<file path="config.mk">
export PLATFORM = sky130hd
export DESIGN_NAME = booth_iter_mul
export DESIGN_NICKNAME = d
export VERILOG_FILES = /design/src/rtl/booth_iter_mul_pkg.sv /design/src/rtl/booth_iter_mul_pp_gen.sv /design/src/rtl/booth_iter_mul.sv
export SDC_FILE = /design/constraint.sdc
export NUM_CORES = 1
export LEC_CHECK = 0
export CAP_MARGIN = 20
export CORE_UTILIZATION = 31
export CTS_CLUSTER_DIAMETER = 60
export DETAILED_ROUTE_END_ITERATION = 7
export REMOVE_ABC_BUFFERS = 1
export SETUP_SLACK_MARGIN = 0.2
export SLEW_MARGIN = 20
export SYNTH_ARGS = -nofsm -noshare
export SYNTH_HDL_FRONTEND = slang
export SYNTH_SLANG_ARGS = --single-unit
</file>
<file path="constraint.sdc">
create_clock -name clk -period 21.8 [get_ports clk]
set_input_delay 2.18 -clock clk [delete_from_list [all_inputs] [get_ports clk]]
set_output_delay 2.18 -clock clk [all_outputs]
set_load 0.02 [all_outputs]
</file>
<file path="src/rtl/booth_iter_mul_pkg.sv">
// Shared types and sizing helpers for the iterative radix-4 Booth multiplier.
// Provides the FSM state enum, the Booth digit enum and the digit-count function.
package mul_pkg;

  typedef enum logic [1:0] {
    IDLE,
    BUSY,
    DONE
  } state_t;

  typedef enum logic [2:0] {
    ZERO,
    POS1,
    NEG1,
    POS2,
    NEG2
  } booth_digit_t;

  // Operands are widened by two bits so the unsigned case stays positive under signed recoding.
  function automatic int boothDigits(input int width);
    return (width + 2) / 2;
  endfunction

endpackage

</file>
<file path="src/rtl/booth_iter_mul_pp_gen.sv">
// Combinational radix-4 Booth partial-product cell (booth_pp_gen), parametrised by extended width E.
// Negative digits return the inverted pattern; the caller injects o_neg at the digit's weight.
module booth_pp_gen
  import mul_pkg::*;
#(
  parameter int E = 34
) (
  input  logic [2:0]   i_window,
  input  logic [E-1:0] i_mcand,
  output logic [E:0]   o_pp,
  output logic         o_neg
);

  booth_digit_t w_digit;
  logic [E:0]   w_x1;
  logic [E:0]   w_x2;

  assign w_x1 = {i_mcand[E-1], i_mcand};
  assign w_x2 = {i_mcand, 1'b0};

  always_comb begin
    case (i_window)
      3'b001, 3'b010: w_digit = POS1;
      3'b011:         w_digit = POS2;
      3'b100:         w_digit = NEG2;
      3'b101, 3'b110: w_digit = NEG1;
      default:        w_digit = ZERO;
    endcase
  end

  always_comb begin
    o_pp  = '0;
    o_neg = 1'b0;
    case (w_digit)
      POS1: o_pp = w_x1;
      POS2: o_pp = w_x2;
      NEG1: begin
        o_pp  = ~w_x1;
        o_neg = 1'b1;
      end
      NEG2: begin
        o_pp  = ~w_x2;
        o_neg = 1'b1;
      end
      default: o_pp = '0;
    endcase
  end

endmodule

</file>
<file path="src/rtl/booth_iter_mul.sv">
// Iterative radix-4 Booth multiplier: one digit per cycle into a 2*(WIDTH+2)-bit accumulator.
// Optional macro BOOTH_EARLY_TERM_EN ends BUSY as soon as all remaining Booth digits are zero.
module booth_iter_mul
  import mul_pkg::*;
#(
  parameter int WIDTH = 32
) (
  input  logic                 clk,
  input  logic                 reset,
  input  logic                 flush,
  input  logic                 in_valid,
  output logic                 in_ready,
  input  logic                 mul_signed,
  input  logic [WIDTH-1:0]     src_a,
  input  logic [WIDTH-1:0]     src_b,
  output logic                 out_valid,
  input  logic                 out_ready,
  output logic [2*WIDTH-1:0]   product
);

  localparam int E  = WIDTH + 2;
  localparam int N  = boothDigits(WIDTH);
  localparam int AW = 2 * E;
  localparam int KW = $clog2(N);
  localparam logic [KW-1:0] LAST_K = KW'(N - 1);

  state_t          r_state;
  logic [E-1:0]    r_mcand;
  logic [E-1:0]    r_mult;
  logic [AW-1:0]   r_acc;
  logic [KW-1:0]   r_k;
  logic            r_outValid;

  logic            w_accept;
  logic [E-1:0]    w_aExt;
  logic [E-1:0]    w_bExt;
  logic [E:0]      w_multExt;
  logic [2:0]      w_window;
  logic [E:0]      w_pp;
  logic            w_neg;
  logic [KW:0]     w_shamt;
  logic [AW-1:0]   w_ppExt;
  logic [AW-1:0]   w_negExt;
  logic [AW-1:0]   w_accNext;
  logic            w_finish;

  assign in_ready  = ~flush & ((r_state == IDLE) | ((r_state == DONE) & out_ready));
  assign w_accept  = in_valid & in_ready;
  assign out_valid = r_outValid;
  assign product   = r_acc[2*WIDTH-1:0];

  assign w_aExt = mul_signed ? {{2{src_a[WIDTH-1]}}, src_a} : {2'b00, src_a};
  assign w_bExt = mul_signed ? {{2{src_b[WIDTH-1]}}, src_b} : {2'b00, src_b};

  // Bit 0 of w_multExt is the implicit y[-1]; digit k reads w_multExt[2k+2:2k].
  assign w_multExt = {r_mult, 1'b0};

  always_comb begin
    w_window = '0;
    for (int j = 0; j < N; j++) begin
      if (r_k == KW'(j)) begin
        w_window = w_multExt[2*j+2 -: 3];
      end
    end
  end

  booth_pp_gen #(
    .E(E)
  ) u_ppGen (
    .i_window (w_window),
    .i_mcand  (r_mcand),
    .o_pp     (w_pp),
    .o_neg    (w_neg)
  );

  assign w_shamt   = {r_k, 1'b0};
  assign w_ppExt   = {{(AW-E-1){w_pp[E]}}, w_pp};
  assign w_negExt  = {{(AW-1){1'b0}}, w_neg};
  assign w_accNext = r_acc + (w_ppExt << w_shamt) + (w_negExt << w_shamt);

`ifdef BOOTH_EARLY_TERM_EN
  // Arithmetic shift by 2k+1 leaves all-sign bits exactly when the untouched upper multiplier bits agree.
  logic [KW:0]  w_upShamt;
  logic [E-1:0] w_rest;

  assign w_upShamt = {r_k, 1'b1};
  assign w_rest    = $signed(r_mult) >>> w_upShamt;
  assign w_finish  = (r_k == LAST_K) | (w_rest == '0) | (&w_rest);
`else
  assign w_finish  = (r_k == LAST_K);
`endif

  always_ff @(posedge clk) begin
    if (reset) begin
      r_state    <= IDLE;
      r_mcand    <= '0;
      r_mult     <= '0;
      r_acc      <= '0;
      r_k        <= '0;
      r_outValid <= 1'b0;
    end else if (flush) begin
      r_state    <= IDLE;
      r_k        <= '0;
      r_outValid <= 1'b0;
    end else begin
      case (r_state)
        BUSY: begin
          r_acc <= w_accNext;
          r_k   <= r_k + 1'b1;
          if (w_finish) begin
            r_state    <= DONE;
            r_outValid <= 1'b1;
          end
        end
        default: begin
          // IDLE and DONE share the accept path so a DONE handoff restarts with no bubble.
          if (w_accept) begin
            r_mcand    <= w_aExt;
            r_mult     <= w_bExt;
            r_acc      <= '0;
            r_k        <= '0;
            r_state    <= BUSY;
            r_outValid <= 1'b0;
          end else if ((r_state == DONE) && out_ready) begin
            r_state    <= IDLE;
            r_outValid <= 1'b0;
          end
        end
      endcase
    end
  end

endmodule

</file>
==> qor.yml <==
sta:
  clock.fmax_ghz: 0.0999
  period_minus_slack_ns: 10.01
  tns_ns: 0
  rsz0062_at_grt: "no"
  slew_headroom: 0.274
  worst_pin_slew_ns: 1.09
  hold_violations: 0
  skew_ns: 0.0145
  slew_viol_final: 0
  fin_crit_sh: 0.459
  fin_ws_ns: 11.79
  final-setup-viol-count: 0
  fin_hold_ws_ns: 0.453
cts:
  cts_resized: 0
  cts_tree: "done"
  holdBufCountCts: 0
  clk_latency_ns: 0.45
  cts_buffers: 17
  cts_max_level: 4
  clkSinkCount: 137
  post_cts_buffers: 0
  cts.path.max_buffers: 2
  path_clk_slew_ns: 0.06
  cts_root_buffer: "clkbuf_16"
layout:
  area_growth_syn_to_layout_pct: 17.5
  layout_common_cells: "nand2_1, a21oi_1, nor2_1"
  final_common_cell: "nand2_1"
  fillers: 4472
  nNetsFinal: 2027
  drive_gt1_frac: 0.0609
  diodes: 0
  multiInputGateArea_um2: 9970
  final-seq-area_um2: 2740
global_route:
  track_usage: 0.211
  grt_max_degree: 76
  grt_pass1_vias: 12900
  grt_pass1_wl_mm: 73.7
  antenna_found_initial: 0
  grt_overflow: 0
placed_design:
  io_buffers: 135
  place_ws_ns: 12.03
  gp_congestion: 0.950
  hpwl_mm: 35.7
synth:
  syn_area_per_cell_um2: 7.68
  synth-xor-area-share: 0.0574
  synth_fa_ha_area_frac: 0.139
  synthMuxAreaShare: 0.0890
  yosys.area_share.simple: 0.192
  synth_top_area_frac: 0.202
  synth_edf_count: 0
  yosysWarnings: 0
  synth_compound_area_frac: 0.257
  yosysTopAreaCell: "dfxtp_1"
  synth_flop_cell: "dfxtp_1"
  async_flop_share: 0
  synthesis.area_um2: 13500
  synthDistinctLibCells: 89
  synth_top_family_by_area: "compound AO/OA/AOI/OAI gates"
  synthTopCellsByArea: "dfxtp_1, ha_1, nand2_1"
  ys_seq_area_frac: 0.202
  ys_ff_latch: 137
  netlist_instances: 1765
setup_path:
  start_kind: "register"
  arrival_ns: 10.38
  cp_slowest_cell: "ha_1"
  cp-end-kind: "register"
  critPathKind: "reg -> reg"
  cp_slowest_stage_delay_ns: 0.65
  cp_max_fo: 29
  cp_data_required_time_ns: 22.17
route:
  drt-total-wl_mm: 46.8
  drt-initial-drc-count: 1048
  num_vias: 13500
  ant_nets: 0
  dr.pass1.iters: 5
  vias_per_cell: 5.56
  detail_route.wl_per_cell_um: 19.3
  drc: 0
floorplan:
  design.die.area_um2: 44500
  fp.coreArea_um2: 43100
  io_pins: 136
  rows: 76
  die-width_um: 211
  die_h_um: 211
  initial_utilization: 0.315
run:
  cap_viol_max_count: 0
power:
  ir_drop_uv: 29.2
  p_leak_nw: 6.97
  power_density_nw_per_um2: 44.2
status:
  status: "completed"
min_path:
  hold_path_class: "reg -> reg"
## Yosys cell counts, drive strengths merged (17+ instances only)
| master | instances |
|---|---|
| nand2 | 257 |
| a21oi | 183 |
| nor2 | 139 |
| dfxtp | 137 |
| ha | 98 |
| inv | 96 |
| clkbuf | 76 |
| o21ai | 76 |
| a21o | 68 |
| mux2i | 65 |
| nand3 | 65 |
| xnor2 | 46 |
| xor2 | 41 |
| buf | 37 |
| a22oi | 34 |
| fa | 33 |
| mux4 | 20 |
| o221ai | 19 |
| nor3 | 18 |
| a211oi | 17 |
## metal layers
layer	GRT usage	up-vias	part of all wire
li1	-	6455	-
met1	0.284	6457	0.46
met2	0.333	469	0.45
met4	0.0930	0	0.038
met5	0	-	0
met3	0.0323	90	0.054
## metrics by stage
stage               utilization  total power [mW]  instance area [µm²]  std cells
finish                    0.369             0.703                15900       2423
CTS                       0.369             0.708                15900       2423
global route              0.369             0.733                15900       2423
floorplan                     -             0.347                13100       1652
global placement          0.355             0.396                15300       2392
detailed placement        0.355             0.397                15300       2392
## critical path, delay by kind of cell (launching register included)
kind                     cells  cell delay (ns)
AND/OR/NAND/NOR              7             2.29
XOR/XNOR                     1             0.15
buffers and inverters        3             0.99
flip-flops                   1             0.30
AO/OA/AOI/OAI               15             3.92
multiplexers                 2             0.73
adder cells (fa/ha/maj)      3             1.51
## cells by family (layout without fill, tap and decap cells)
kind of cell / after synthesis / count (layout)
simple gates: 577 / 577
fa+ha+maj: 131 / 131
flops: 137 / 137
buf+inv: 209 / 282
compound gates: 530 / 530
xor+xnor: 87 / 87
mux: 94 / 94
## where the power goes
part	switching [mW]	internal, mW	total, mW
logic	0.0772	0.0518	0.129
clock network	0.126	0.184	0.310
registers	0.00737	0.257	0.264
## registers in the layout (all words and copies together), names as in the netlist
signal	flops
r_k	5
r_mcand	33
r_acc	64
r_state	2
r_mult	33
## area by class of cell
cell class | count | share of cell area
inverters | 96 | 0.0226
clock buffers | 18 | 0.0276
flip-flops and latches | 137 | 0.172
well taps | 585 | 0.0460
multi-input cells | 1419 | 0.627
clock inverters | 13 | 0.0105
repair buffers | 155 | 0.0942
## path summary, 6_finish.rpt
check / from / to / slack, ns / depth (start not counted)
max: r_k[0] / r_acc[63] / 11.79 / 31
min: r_mult[8] / r_mult[8] / 0.45 / 2
max reg2reg: r_k[0] / r_acc[63] / 11.79 / 31
min reg2reg: r_mult[8] / r_mult[8] / 0.45 / 2
(Power assumes the default switching activity.)
